[config.mk]
export PLATFORM = sky130hd
export DESIGN_NAME = e_acs_213_flat
export DESIGN_NICKNAME = d
export VERILOG_FILES = /design/src/rtl/e_acs_213_pkg.sv /design/src/rtl/e_acs_213_if.sv /design/src/rtl/e_acs_213_cell.sv /design/src/rtl/e_acs_213.sv /design/src/flat_wrapper.sv
export SDC_FILE = /design/constraint.sdc
export NUM_CORES = 1
export LEC_CHECK = 0
export CAP_MARGIN = 20
export CORE_MARGIN = 2
export CORE_UTILIZATION = 45
export DETAILED_ROUTE_END_ITERATION = 8
export GPL_ROUTABILITY_DRIVEN = 0
export GPL_TIMING_DRIVEN = 0
export PLACE_DENSITY = 0.62
export REMOVE_ABC_BUFFERS = 1
export SLEW_MARGIN = 20
export SYNTH_ARGS = -nofsm -noshare
export SYNTH_HDL_FRONTEND = slang
export SYNTH_HIERARCHICAL = 1
export SYNTH_SLANG_ARGS = --single-unit
[constraint.sdc]
create_clock -name clk_i -period 8.7 [get_ports clk_i]
set_input_delay 1.305 -clock clk_i [delete_from_list [all_inputs] [get_ports clk_i]]
set_output_delay 1.305 -clock clk_i [all_outputs]
set_load 0.01 [all_outputs]
[src/rtl/e_acs_213_pkg.sv]
// e213_pkg: shared constants and helpers for the (2,1,3) Viterbi ACS unit.
//   NUM_STATES / HD_W  : trellis size and branch-metric width
//   p0 / p1            : predecessor states of a next state s'
//   bm0_idx / bm1_idx  : 0-based HD index for the p0 / p1 branch into s'
//   init_vec           : frame-start metric vector {0, bias x7}
package e213_pkg;
  localparam int NUM_STATES = 8;
  localparam int HD_W       = 2;
  localparam int NUM_HD     = 2 * NUM_STATES;
  localparam int PM_MAX_W   = 16;

  typedef logic [NUM_HD-1:0][HD_W-1:0] hd_vec_t;

  // s' = {u, s[2:1]}, so both predecessors share s'[1:0] as their upper bits
  function automatic logic [2:0] p0(input logic [2:0] s);
    return {s[1:0], 1'b0};
  endfunction

  function automatic logic [2:0] p1(input logic [2:0] s);
    return {s[1:0], 1'b1};
  endfunction

  // HD(2s'+1) / HD(2s'+2) in 1-based numbering
  function automatic int bm0_idx(input int s);
    return 2 * s;
  endfunction

  function automatic int bm1_idx(input int s);
    return 2 * s + 1;
  endfunction

  // Wide so it is usable for any PM_W; callers keep the low PM_W bits
  function automatic logic [NUM_STATES-1:0][PM_MAX_W-1:0] init_vec(input int unsigned bias);
    logic [NUM_STATES-1:0][PM_MAX_W-1:0] r;
    r = '0;
    for (int s = 1; s < NUM_STATES; s++) r[s] = PM_MAX_W'(bias);
    return r;
  endfunction
endpackage

[src/rtl/e_acs_213_if.sv]
// e_acs_213_if: BMU -> ACS -> survivor-memory bus.
//   sym_valid, init, hd[16]       : driven by the BMU side (master)
//   decision[8], dec_valid, best_state : driven by the ACS (slave)
// hd[0] carries HD1, hd[15] carries HD16.
interface e_acs_213_if;
  logic                sym_valid;
  logic                init;
  e213_pkg::hd_vec_t   hd;
  logic [7:0]          decision;
  logic                dec_valid;
  logic [2:0]          best_state;

  modport master (output sym_valid, init, hd,
                  input  decision, dec_valid, best_state);
  modport slave  (input  sym_valid, init, hd,
                  output decision, dec_valid, best_state);
endinterface

[src/rtl/e_acs_213_cell.sv]
// e_acs_cell_213: one add-compare-select cell.
//   pm0_i/pm1_i : metrics of predecessors p0/p1
//   bm0_i/bm1_i : branch metrics on the p0/p1 branches
//   pm_o        : surviving metric (fits PM_W bits by construction)
//   dec_o       : 1 when the p1 branch wins; ties go to p0
module e_acs_cell_213
  import e213_pkg::*;
#(
  parameter int PM_W = 6
) (
  input  logic [PM_W-1:0] pm0_i,
  input  logic [PM_W-1:0] pm1_i,
  input  logic [HD_W-1:0] bm0_i,
  input  logic [HD_W-1:0] bm1_i,
  output logic [PM_W-1:0] pm_o,
  output logic            dec_o
);
  logic [PM_W:0] c0, c1;

  // One extra bit so the compare is exact even if a sum would wrap PM_W
  assign c0    = {1'b0, pm0_i} + (PM_W+1)'(bm0_i);
  assign c1    = {1'b0, pm1_i} + (PM_W+1)'(bm1_i);
  assign dec_o = (c1 < c0);
  assign pm_o  = dec_o ? c1[PM_W-1:0] : c0[PM_W-1:0];
endmodule

[src/rtl/e_acs_213.sv]
// e_acs_213: ACS and path-metric unit for the (2,1,3) Viterbi decoder.
//   clk_i, rst_i : clock, async active-high reset
//   acs          : e_acs_213_if.slave (sym_valid/init/hd in,
//                  decision/dec_valid/best_state out)
// Optional feature: E213_BEST_STATE_EN builds the min-metric search and
// registers best_state; otherwise best_state is tied to 0.
// One symbol per cycle, one cycle latency, no back-pressure.
module e_acs_213
  import e213_pkg::*;
#(
  parameter int PM_W      = 6,
  parameter int INIT_BIAS = 4
) (
  input  logic         clk_i,
  input  logic         rst_i,
  e_acs_213_if.slave   acs
);
  localparam logic [NUM_STATES-1:0][PM_MAX_W-1:0] INIT_WIDE = init_vec(INIT_BIAS);

  logic [NUM_STATES-1:0][PM_W-1:0] init_pm;
  logic [NUM_STATES-1:0][PM_W-1:0] pm_q;
  logic [NUM_STATES-1:0][PM_W-1:0] pm_src;
  logic [NUM_STATES-1:0][PM_W-1:0] pm_new;
  logic [NUM_STATES-1:0][PM_W-1:0] pm_d;
  logic [NUM_STATES-1:0]           dec_d, dec_q;
  logic [NUM_STATES-1:0]           msb;
  logic                            norm;
  logic                            dv_q;

  // Init swaps the ACS source to the frame-start vector
  assign pm_src = acs.init ? init_pm : pm_q;

  for (genvar s = 0; s < NUM_STATES; s++) begin : g_st
    assign init_pm[s] = INIT_WIDE[s][PM_W-1:0];

    e_acs_cell_213 #(.PM_W(PM_W)) u_cell (
      .pm0_i (pm_src[p0(3'(s))]),
      .pm1_i (pm_src[p1(3'(s))]),
      .bm0_i (acs.hd[bm0_idx(s)]),
      .bm1_i (acs.hd[bm1_idx(s)]),
      .pm_o  (pm_new[s]),
      .dec_o (dec_d[s])
    );

    assign msb[s] = pm_new[s][PM_W-1];
  end

  // Bounded spread keeps metrics within 2^PM_W; once every metric has the
  // top bit set it carries no information and is dropped from all of them.
  assign norm = &msb;

  always_comb begin
    pm_d = pm_new;
    if (norm) begin
      for (int s = 0; s < NUM_STATES; s++) pm_d[s][PM_W-1] = 1'b0;
    end
  end

  always_ff @(posedge clk_i or posedge rst_i) begin
    if (rst_i) begin
      pm_q  <= init_pm;
      dec_q <= '0;
      dv_q  <= 1'b0;
    end else begin
      dv_q <= acs.sym_valid;
      if (acs.sym_valid) begin
        pm_q  <= pm_d;
        dec_q <= dec_d;
      end else if (acs.init) begin
        pm_q  <= init_pm;
      end
    end
  end

  assign acs.decision  = dec_q;
  assign acs.dec_valid = dv_q;

`ifdef E213_BEST_STATE_EN
  logic [2:0]      best_d, best_q;
  logic [PM_W-1:0] best_v;

  // Strict compare keeps the lowest index on ties; normalization shifts all
  // metrics equally so searching the stored values is order-preserving.
  always_comb begin
    best_d = 3'd0;
    best_v = pm_d[0];
    for (int s = 1; s < NUM_STATES; s++) begin
      if (pm_d[s] < best_v) begin
        best_d = 3'(s);
        best_v = pm_d[s];
      end
    end
  end

  always_ff @(posedge clk_i or posedge rst_i) begin
    if (rst_i)              best_q <= 3'd0;
    else if (acs.sym_valid) best_q <= best_d;
  end

  assign acs.best_state = best_q;
`else
  assign acs.best_state = 3'd0;
`endif
endmodule

[src/flat_wrapper.sv]
// flat-port wrapper written by rule: the top's interface ports become plain ports
module e_acs_213_flat import e213_pkg::*;
#(
  parameter int PM_W      = 6,
  parameter int INIT_BIAS = 4
)
  (clk_i, rst_i, acs_sym_valid, acs_init, acs_hd, acs_decision, acs_dec_valid, acs_best_state);
  e_acs_213_if acs_i ();
  input  logic clk_i;
  input  logic rst_i;
  input wire logic [$bits(acs_i.sym_valid)-1:0] acs_sym_valid;
  input wire logic [$bits(acs_i.init)-1:0] acs_init;
  input wire logic [$bits(acs_i.hd)-1:0] acs_hd;
  output wire logic [$bits(acs_i.decision)-1:0] acs_decision;
  output wire logic [$bits(acs_i.dec_valid)-1:0] acs_dec_valid;
  output wire logic [$bits(acs_i.best_state)-1:0] acs_best_state;
  assign acs_i.sym_valid = acs_sym_valid;
  assign acs_i.init = acs_init;
  assign acs_i.hd = acs_hd;
  assign acs_decision = acs_i.decision;
  assign acs_dec_valid = acs_i.dec_valid;
  assign acs_best_state = acs_i.best_state;
  e_acs_213 #(.PM_W(PM_W), .INIT_BIAS(INIT_BIAS)) u_core (.clk_i(clk_i), .rst_i(rst_i), .acs(acs_i));
endmodule
=== Word-level counts from Yosys, hierarchy flattened ===
Index checks and enable logic that the tools add are counted.

* Add/subtract/negate cells: 16
* Magnitude comparators: 8
* Muxes and demuxes: 18
* Reductions and logical operators: 1

{| class="wikitable"
|+ Operator list
! cell !! count
|-
| adder 6 x 2 -> 7 bit || 16
|-
| two-way mux 48 bit || 2
|-
| < comparator 7 bit || 8
|-
| two-way mux 6 bit || 8
|-
| two-way mux 1 bit || 8
|-
| AND reduction 8 bit || 1
|}

* Flip-flop bits (word level): 57
* Bits of input ports: 36
* Output and inout bits: 12
* Word-level logic and storage cells: 53

=== Longest topological paths before layout ===
Gate-level depths: netlist (run 1).

* Depth in word-level cells: 7
* Mapped depth: 17
* Gate-level depth less buffers: 15

=== By module ===
Netlist (run 1), hierarchy kept.

{| class="wikitable"
|+ Modules (own cells, without submodules)
! module !! times used !! cells an instance !! area an instance (µm²) !! sequential area each (µm²)
|-
| e_acs_cell_213 (u_core.g_st[0].u_cell ...) || 7 || 57 || 474.2 || 0.0
|-
| e_acs_213 || 1 || 196 || 2581.2 || 1435.1
|-
| e_acs_cell_213 (u_core.g_st[3].u_cell) || 1 || 57 || 473.0 || 0.0
|}

=== Worst setup path after synthesis (run 1) ===
No wires, ideal clock.

* Kind: input to register
* Start: in acs_init
* End: reg u_core/pm_q[11] (netlist name)
* Library setup time: 125 ps
* Data arrival time: 4572 ps
* Data required time: 8575 ps
* Setup slack: 4003 ps
* Stages on the path: 16
* Path buffers: 2
* Path through: buf_6 > buf_2 > nor2b_1 > ha_1 > inv_1 > fa_1 > or3b_2 > ha_1 > a21oi_1 > and3_1 > o21ai_4 > inv_2 > mux2i_1 > nand2_1 > o31a_1 > mux2_2

{| class="wikitable"
|+ RTL lines
! item !! RTL line !! source
|-
| start: declaration || flat_wrapper.sv:12 || <nowiki>input wire logic [$bits(acs_i.init)-1:0] acs_init;</nowiki>
|-
| end signal: assignment || e_acs_213.sv:61 || <nowiki>pm_q <= init_pm;</nowiki>
|-
| end signal: assignment || e_acs_213.sv:67 || <nowiki>pm_q <= pm_d;</nowiki>
|-
| end signal: assignment || e_acs_213.sv:70 || <nowiki>pm_q <= init_pm;</nowiki>
|-
| end: declaration || e_acs_213.sv:21 || <nowiki>logic [NUM_STATES-1:0][PM_W-1:0] pm_q;</nowiki>
|}

==> results of run 1 <==
metal layers:
metal  routed length [um]  vias up  track usage, %
met5                    0        -               0
met4                  196        0            7.03
met3                  395       14            3.51
met2                 7230       66            36.4
met1                 6370     2353            24.8
li1                     -     2325               -
critical path: stages:
cell and delay (ps):
buf_2 180, buf_12 200, nor2b_1 340, ha_1 250
inv_1 60, fa_1 410, or3b_2 490, ha_1 340
a21oi_1 150, and3_1 200, o21ai_4 110, inv_2 110
mux2i_1 400, nand3_2 190, o31a_1 350, mux2_2 260
cell usage in the layout, fill, tap and decap left out, types with 2 or more instances in the layout:
| cell type | n |
|---|---|
| nor2_1 | 28 |
| fa_1 | 16 |
| o21ai_4 | 8 |
| a21o_1 | 16 |
| mux2_2 | 50 |
| dfrtp_1 | 50 |
| inv_1 | 65 |
| clkbuf_16 | 9 |
| a31oi_2 | 8 |
| and4_1 | 8 |
| buf_16 | 2 |
| or3b_2 | 8 |
| a31oi_1 | 3 |
| nand2_1 | 28 |
| nor2b_1 | 49 |
| or2_4 | 6 |
| ha_1 | 80 |
| clkdlybuf4s50_1 | 42 |
| mux2i_1 | 42 |
| a21oi_1 | 16 |
| and3_1 | 8 |
| o31a_1 | 3 |
| xor2_1 | 24 |
| dfstp_2 | 7 |
| a221oi_1 | 2 |
| nand3_1 | 24 |
| nand4_1 | 17 |
| conb_1 | 3 |
| clkbuf_1 | 3 |
| xnor2_1 | 40 |
| nand2b_1 | 8 |
| clkinv_2 | 2 |
| mux2_4 | 8 |
| inv_2 | 8 |
flip-flops by register name (all words and copies together), names as in the netlist:
signal	flops
u_core/acs.dec_valid	1
u_core/acs.decision	8
u_core/pm_q	48
path summary, 6_finish.rpt:
kind / to / slack [ps] / cells after the start
min in group asynchronous: u_core/acs.dec_valid / 1250 / 2
setup / recovery: u_core/pm_q[23] / 3550 / 16
hold reg to reg: u_core/acs.decision[2] / 500 / 1
max in group asynchronous: u_core/pm_q[38] / 6890 / 3
setup reg to reg: u_core/pm_q[23] / 4580 / 14
hold / removal: u_core/acs.decision[2] / 500 / 1
through the flow:
stage | area, um2 | worst slack, ps
2_1_floorplan | 6280 | 4190
3_3_place_gp | 6940 | 1710
3_5_place_dp | 7010 | 3160
4_1_cts | 7280 | 3510
5_1_grt | 7280 | 3320
6_report | 7280 | 3550
area by class of cell:
| cell class | count | area (um2) | share of cell area, % |
|---|---|---|---|
| multi-input cells | 508 | 4570 | 62.7 |
| inverters | 74 | 280 | 3.85 |
| clock inverters | 3 | 17.5 | 0.241 |
| clock buffers | 13 | 250 | 3.44 |
| well taps | 180 | 225 | 3.09 |
| flip-flops and latches | 57 | 1440 | 19.7 |
| repair buffers | 47 | 508 | 6.98 |
power by group through the flow:
stage,clock network [W],registers [W],logic [W]
global route,0.000353,0.000402,0.00155
global placement,0,0.000393,0.00136
floorplan,0,0.000401,0.00110
finish,0.000330,0.000392,0.00141
detailed placement,0,0.000397,0.00141
CTS,0.000340,0.000393,0.00142
logic make-up (layout without fill, tap and decap cells):
logic type      count (synthesis)  count (layout)  synth area share [%]
compound gates                 58              58                  7.93
xor+xnor                       64              64                  8.79
fa+ha+maj                      96              96                  20.7
buf+inv                        89             137                  5.97
flops                          57              57                  22.5
mux                           101             101                  17.5
other cells                     1               3                0.0588
simple gates                  186             186                  16.5
==> flow_summary.ini, run 1 <==
[placed_design]
hpwl_um = 11300
io_buffers = 44
placed_cells = 866

[final_layout]
stdcell_count = 882
syn_to_final_growth_pct = 14.3
utilization_pct = 52.5
num_antenna_cells = 0
fill_cells = 1223
finalNetCount = 829
drive_above_1_share_pct = 17.5

[pwr]
powerDensity_nw_per_um2 = 292
p_seq_share_pct = 18.4
peakVddDrop_uv = 130
power.internal_w = 0.00126
p_sw_w = 0.000873
p_clk_share_pct = 15.5
total_power_w = 0.00213
p_comb_share_pct = 66.1
switching_share_pct = 41.0
leakage_nw = 3.37

[worst_setup_path]
crit_arrival_ps = 5370
cp_max_fo = 38
setup.worst_path.start = acs_init
crit_required_ps = 8920
cp-start-kind = input pin
end_kind = register
rr_startpoint = u_core/pm_q[12]
crit_type = in -> reg

[yosys]
ys.flop_type = dfrtp_1
ys_seq_area_share_pct = 22.5
yosys-top-cells-area = dfrtp_1 20%, ha_1 16%, mux2_2 8.8%
synth_edf_count = 0
syn_avg_cell_area_um2 = 9.78
ys_top_cells_by_count = 80 x ha_1, 66 x inv_1, 50 x dfrtp_1, 50 x mux2_2, 49 x nor2b_1
synth_most_common_cell = ha_1
ys_seq_elements = 57
synthArstFlopShare_pct = 100
synth_largest_area_cell = dfrtp_1
syn_inst = 652
synth.top_cell.area_share_pct = 19.6
syn_area_um2 = 6370
synth_cell_types = 38
yosys_warnings = 6

[clock_network]
cts.sinks = 57
cts_made_buffers = 9
clk_pin_slew_worst_paths_ps = 50
cts_setup_buffers = 0
holdBufCountCts = 0
cts_buffer_depth = 2
cts-root-buf = clkbuf_16
cts_tree = done
cts_htree_levels = 3
clk-insertion-delay-late_ps = 340
cts_resized = 0

[floorplan]
ios = 48
dieArea_um2 = 15100
die_w_um = 123
core_um2 = 13900
rows = 43
die_y_um = 123
start_util_pct = 45.9

[global_route]
grt_antenna_before_repair = 0
grt_util_all_layers_pct = 20.4
grt_start_max_net_pins = 48
grt_pass1_wl_um = 24000
grt_pass1_vias = 5051
overflow = 0

[sta]
finalSetupTns_ps = 0
slew_viol_final = 0
hold_viol = 0
finalCriticalPeriod_ps = 5150
clock.fmax_mhz = 194
maxSlewHeadroom_pct = 57.2
fin_skew_ps = 5.11
finalSetupViolCount = 0
hold_ws_ps = 502
period_share_pct = 59.2
worst_pin_slew_ps = 641
rsz0062_at_grt = no

[run]
max-cap-violations = 0

[routing]
route.vias.total = 4758
wl_per_cell_um = 16.1
avgViaCountPerCell = 5.39
dr.pass1.iters = 4
routed_wl_um = 14200
ant_nets = 0
drtIter0Drc = 257
post-route-drc-count = 0

[hold_path]
hold_start = u_core/acs.decision[2]
min_path_type = reg -> reg

[run_status]
status = finished clean
Power figures use the tool's default switching activity.
==> inputs of run 2 (changes only) <==
==> constraint.sdc (replaced) <==
create_clock -name clk_i -period 5 [get_ports clk_i]
set_input_delay 0.75 -clock clk_i [delete_from_list [all_inputs] [get_ports clk_i]]
set_output_delay 0.75 -clock clk_i [all_outputs]
set_load 0.01 [all_outputs]
==> results of run 2 <==
The final DEF is identical to that of run 1. Status: finished clean.
Main changes from that run: setup slack after placement 3160 ps -> 10.4 ps; setup slack after layout 3550 ps -> 404 ps; register-to-register setup slack 4580 ps -> 880 ps; total power 0.00213 W -> 0.00370 W; worst IR drop on VDD 130 uV -> 226 uV
==> patch 1 (flow settings as in run 1) <==
Set the package constant `HD_W` to 4 (it was 2).
--- a/src/rtl/e_acs_213_pkg.sv
+++ b/src/rtl/e_acs_213_pkg.sv
@@ -5,7 +5,7 @@
 //   init_vec           : frame-start metric vector {0, bias x7}
 package e213_pkg;
   localparam int NUM_STATES = 8;
-  localparam int HD_W       = 2;
+  localparam int HD_W       = 4;
   localparam int NUM_HD     = 2 * NUM_STATES;
   localparam int PM_MAX_W   = 16;
 
Interface: changed (resized acs_hd); port bits go from 48 to 80. No check against the original RTL was run, so the function may have changed too.
==> patch 1 against run 1 <==
  * Area after synthesis grew 11%
  * Routed wire length grew 14%
  * Final area grew 15%
  * Setup slack lost 22 ps
  * Sequential cell count is the same
  * Clock skew grew 2.2 ps
  * Hold slack gained 1.5 ps
  * Register-to-register slack gained 90 ps
  * Power grew 32%
==> patch 1: results (changes against run 1) <==
place:
  dp.cells: 985  # +14%
  dpl_cell_area_sq_mm: 0.00806  # +15%
  hpwl_microns: 12900  # +15%
  port_buffers: 76  # +73%
routing:
  finalWirelength_microns: 16200  # +14%
  drt-initial-drc-count: 194  # -25%
  first_pass_iters: 4  # unchanged
  vias_per_cell: 5.32  # -1.4%
  wl_per_cell_microns: 16.2  # +0.55%
cells_and_area:
  top_register: "u_core/pm_q"
  drive_above_1_share: 0.180  # +0.00453
  fin_nets: 981  # +18%
  n_fill_cell: 1372  # +12%
  largest_reg_flops: 48  # unchanged
  antennaDiodeCount: 0  # unchanged
synth:
  avgSynthCellArea_sq_um: 9.97  # +1.9%
  ys_top_cells_by_area: "ha_1 20%, dfrtp_1 18%, mux2_2 8.0%"
  synth-seq-area-share: 0.203  # -0.0218
  netlist_top_cells_count: "112 x ha_1, 64 x xnor2_1, 51 x inv_1"
  async_reset_ff_frac: 1.00  # unchanged
  synth_ff_type: "dfrtp_1"
  synth.distinct_cells: 32  # -16%
  yosys_warnings: 6  # unchanged
sta:
  tightest_slew_ps: 917  # +276 ps
  clock_skew_ps: 7.31  # +2.21 ps
grt:
  grt_usage: 0.205  # +0.000815
  grt_pass1_wl_microns: 26600  # +11%
  grt_max_degree: 50  # +4.2%
  grt_pass1_vias: 5442  # +7.7%
  antenna_found_initial: 0  # unchanged
worst_setup_path:
  cp_data_arrival_time_ps: 5400  # +30 ps
  worstPathMaxFanout: 27  # -29%
  ff2ff_path_depth: 15  # +1
clocking:
  clock_path_buffers: 2  # unchanged
  clkSlewWorstSetupHoldPaths_ps: 50  # about the same
  cts_resized: 0  # unchanged
  clk_latency_ps: 340  # about the same
  cts.htree.levels: 3  # unchanged
  numCtsBuffers: 9  # unchanged
  post-cts-setup-buffer-count: 0  # unchanged
  cts_root_buf: "clkbuf_16"
hold_path:
  hold_depth: 1  # unchanged
  min-delay-path-class: "reg2reg"
power_and_ir_drop:
  p_switching_mw: 1.13  # +30%
  power_leakage_nw: 4.01  # +19%
  peakVddDrop_mv: 0.176  # +36%
status:
  run_status: "completed"
-- patch 1: cell families (layout without fill, tap and decap cells) --
family | after synthesis | in the layout | share of synthesized area
AO/OA/AOI/OAI | 120 | 120 | 0.124
other | 1 | 3 | 0.000531
flip-flops | 57 | 57 | 0.203
multiplexers | 102 | 102 | 0.176
buffers and inverters | 66 | 146 | 0.0417
AND/OR/NAND/NOR | 170 | 170 | 0.131
adder cells (fa/ha/maj) | 128 | 128 | 0.244
XOR/XNOR | 64 | 64 | 0.0794
-- patch 1: metrics by stage --
step	hold slack, ps	setup slack [ps]	total power [mW]
3_5_place_dp	496	3170	2.42
6_report	503	3530	2.81
5_1_grt	526	3250	3.04
4_1_cts	508	3520	2.84
2_1_floorplan	551	4260	2.01
3_3_place_gp	489	1540	2.35
-- patch 1: path summary, 6_finish.rpt --
kind	from	to	slack [ps]
max	acs_init	u_core/pm_q[23]	3530
min	u_core/acs.decision[6]	u_core/acs.decision[6]	500
max reg2reg	u_core/pm_q[19]	u_core/pm_q[23]	4670
min reg2reg	u_core/acs.decision[6]	u_core/acs.decision[6]	500
max in group asynchronous	rst_i	u_core/pm_q[8]	6780
min in group asynchronous	rst_i	u_core/pm_q[37]	1330
-- patch 1: final cells by class --
type / count / area (sq um) / area share
Sequential cell: 57 / 1440 / 0.171
Clock inverter: 5 / 77.6 / 0.00925
Tap cell: 211 / 264 / 0.0315
Clock buffer: 11 / 253 / 0.0301
Inverter: 51 / 194 / 0.0231
Timing Repair Buffer: 79 / 828 / 0.0988
Multi-Input combinational cell: 587 / 5330 / 0.636
-- patch 1: power by group through the flow --
stage,registers [mW],clock network [mW],logic (mW)
4_1_cts,0.416,0.414,2.01
3_3_place_gp,0.418,0,1.93
5_1_grt,0.427,0.425,2.19
2_1_floorplan,0.424,0,1.58
3_5_place_dp,0.420,0,2.00
6_report,0.416,0.403,1.99
-- patch 1: per-layer routing --
layer / share of wire / track usage / vias up / wire (microns)
li1: - / - / 2663 / -
met1: 0.45 / 0.248 / 2549 / 7260
met2: 0.50 / 0.369 / 90 / 8110
met3: 0.033 / 0.0351 / 25 / 542
met4: 0.017 / 0.0671 / 0 / 275
met5: 0 / 0 / - / 0
-- patch 1: critical path: stages --
cell     delay (ps)
buf_2           470
buf_16          240
nor2b_1         130
ha_1            250
fa_1            410
a21o_1          170
a21oi_1         190
xnor2_1         180
inv_1            70
ha_1            180
a21o_1          160
a21oi_1         280
o21ai_4         170
mux2i_1         390
nand3_2         180
o31a_1          330
mux2_2          260
==> patch 2 (config.mk and constraints of run 1) <==
Made on the original files. Add a define of `E213_BEST_STATE_EN`.
--- a/src/rtl/e_acs_213.sv
+++ b/src/rtl/e_acs_213.sv
@@ -5,6 +5,8 @@
 // Optional feature: E213_BEST_STATE_EN builds the min-metric search and
 // registers best_state; otherwise best_state is tied to 0.
 // One symbol per cycle, one cycle latency, no back-pressure.
+`define E213_BEST_STATE_EN
+
 module e_acs_213
   import e213_pkg::*;
 #(
Function: changed (Yosys sat finds a counterexample within 4 cycles, from zero or initial values and one cycle with rst_i high).
==> patch 2 against run 1 <==
  * The run now ends with DRC, setup timing left
  * Critical path type unchanged
  * Setup slack got worse by 8900 ps
  * Non-clock buffer count increased by 102
  * Sequential cell count increased by 3
  * Final area increased by 54%
  * Die area increased by 30%
  * Area after synthesis increased by 31%
  * Routed wire length increased by 71%
  * Utilization increased by 9.5 points
  * Global-route usage increased by 4.3 points
Power is left out: the tool's default activity adds up to more than one toggle a clock period on the data nets, which glitch-free logic cannot reach.
==> patch 2: results (changes against run 1) <==
sta:
  clock_skew_ps: 9.04  # +3.93 ps
  layout_setup_ws_ps: -5370  # -8920 ps
  tightest_slew_ps: 1130  # +493 ps
  finalSetupViolations: 3  # +3
clocking:
  cts_root_buf: "clkbuf_16"
  clkSlewWorstSetupHoldPaths_ps: 50  # about the same
  numCtsBuffers: 9  # unchanged
  hold_buffers: 0  # unchanged
  clk_latency_ps: 350
  clock_path_buffers: 2  # unchanged
  cts.htree.levels: 3  # unchanged
flow_run:
  maxCapViolCount: 0  # unchanged
place:
  hpwl_microns: 16400  # +45%
  dpl_cell_area_sq_mm: 0.00910  # +30%
  port_buffers: 47  # +6.8%
grt:
  grt_max_degree: 43  # -10%
  grt_pass1_wl_microns: 38400  # +60%
  antenna_found_initial: 0  # unchanged
  grt_pass1_vias: 7358  # +46%
  grt_usage: 0.247  # +0.0431
synth:
  ys_top_cells_by_area: "ha_1 16%, dfrtp_1 16%, mux2_2 7.0%"
  yosys_warnings: 6  # unchanged
  async_reset_ff_frac: 1.00  # unchanged
  synth_ff_type: "dfrtp_1"
  netlist_top_cells_count: "108 x ha_1, 86 x inv_1, 54 x nor2_1"
  synth.distinct_cells: 80  # +110%
  yosysTopAreaCellShare: 0.162  # -0.0343
  synth-seq-area-share: 0.181  # -0.0442
cells_and_area:
  fin_nets: 1217  # +47%
  drive_above_1_share: 0.363  # +0.187
  largest_reg_flops: 48  # unchanged
  antennaDiodeCount: 0  # unchanged
  n_fill_cell: 1472  # +20%
  top_register: "u_core/pm_q"
status:
  violations: "DRC, setup timing"
  run_status: "finished, violations left"
worst_setup_path:
  critPathKind: "in2reg"
  worstPathMaxFanout: 6  # -84%
  ff2ff_path_depth: 69  # +55
  startpoint: "acs_init"
  rr_startpoint: "u_core/pm_q[0]"
  cp_data_arrival_time_ps: 14340  # +8970 ps
  reg2reg_to: "u_core/acs.best_state[2]"
  max_stage_delay_ps: 500
  cp_slowest_cell: "or4b_4"
  reg2reg_slack_ps: -4550  # -9130 ps
routing:
  vias_per_cell: 5.72  # +6.1%
  wl_per_cell_microns: 18.8  # +17%
  drt-initial-drc-count: 406  # +58%
  drcViolationCount: 2  # +2
  first_pass_iters: 9  # +5
hold_path:
  min-delay-path-class: "reg2reg"
[patch 2: cell types whose count changed in the layout (fill, tap and decap cells not counted), sizes merged, moves of 9 or more]
| cell | run 1 | this run |
|---|---|---|
| mux2i | 42 | 51 |
| o21a | 0 | 10 |
| buf | 5 | 100 |
| ha | 80 | 108 |
| o21ai | 9 | 26 |
| inv | 74 | 95 |
| nor2 | 28 | 55 |
| nand2 | 28 | 52 |
| a21oi | 16 | 38 |
[patch 2: area by class of cell]
class                           count  area share
Sequential cell                    60       0.135
Inverter                           95      0.0325
Multi-Input combinational cell    742       0.654
Clock buffer                       14      0.0236
Timing Repair Buffer              149       0.128
Clock inverter                      2    0.000893
Tap cell                          229      0.0256
[patch 2: per-layer routing]
metal,up-vias,wire length (microns),GRT usage
met4,0,743,0.0920
met5,-,0,0
li1,3542,-,-
met2,175,11900,0.419
met3,54,832,0.0311
met1,3618,10800,0.324
[patch 2: cells by family (layout without fill, tap and decap cells)]
| logic type | Yosys count | in the layout | share of synthesized area |
|---|---|---|---|
| buffers and inverters | 113 | 260 | 0.0522 |
| multiplexers | 113 | 113 | 0.149 |
| AND/OR/NAND/NOR | 276 | 276 | 0.184 |
| XOR/XNOR | 66 | 66 | 0.0693 |
| adder cells (fa/ha/maj) | 127 | 127 | 0.204 |
| AO/OA/AOI/OAI | 160 | 160 | 0.160 |
| flip-flops | 60 | 60 | 0.181 |
[patch 2: repair_timing]
action | in CTS | in global routing
cloned | 4 | 0
pin swaps | 51 | 35
resized for setup | 147 | 49
endpoints found under the hold margin | 0 | 0
setup buffers | 73 | 21
endpoints found under the setup margin | 3 | 3
[patch 2: how the worst min path moves through the flow]
| stage | startpoint | endpoint | slack [ps] | cells after the start |
|---|---|---|---|---|
| after floorplan | u_core/acs.best_state[1] | u_core/acs.best_state[1] | 550 | 2 |
| after global placement | u_core/acs.decision[5] | u_core/acs.decision[5] | 490 | 1 |
| after detailed placement | u_core/acs.decision[5] | u_core/acs.decision[5] | 500 | 1 |
| after CTS | u_core/acs.decision[5] | u_core/acs.decision[5] | 510 | 1 |
| after global routing | u_core/acs.decision[0] | u_core/acs.decision[0] | 530 | 1 |
| final | u_core/acs.decision[5] | u_core/acs.decision[5] | 500 | 1 |
[patch 2: critical path, delay by kind of cell]
| kind | cells | cell delay, ps |
|---|---|---|
| and+or+nand+nor | 17 | 2730 |
| muxes | 7 | 1920 |
| buffers and inverters | 8 | 860 |
| adders and majority gates | 10 | 2670 |
| AOI/OAI and AO/OA | 27 | 4820 |
[patch 2: per-stage QoR]
step,instances,setup TNS (ps),setup WS (ps),util
floorplan,897,-17760,-5960,-
CTS,1270,-14760,-4930,0.594
detailed placement,1177,-25890,-8670,0.503
finish,1291,-16000,-5370,0.620
global placement,1173,-31030,-10380,0.499
global route,1291,-17780,-5980,0.620
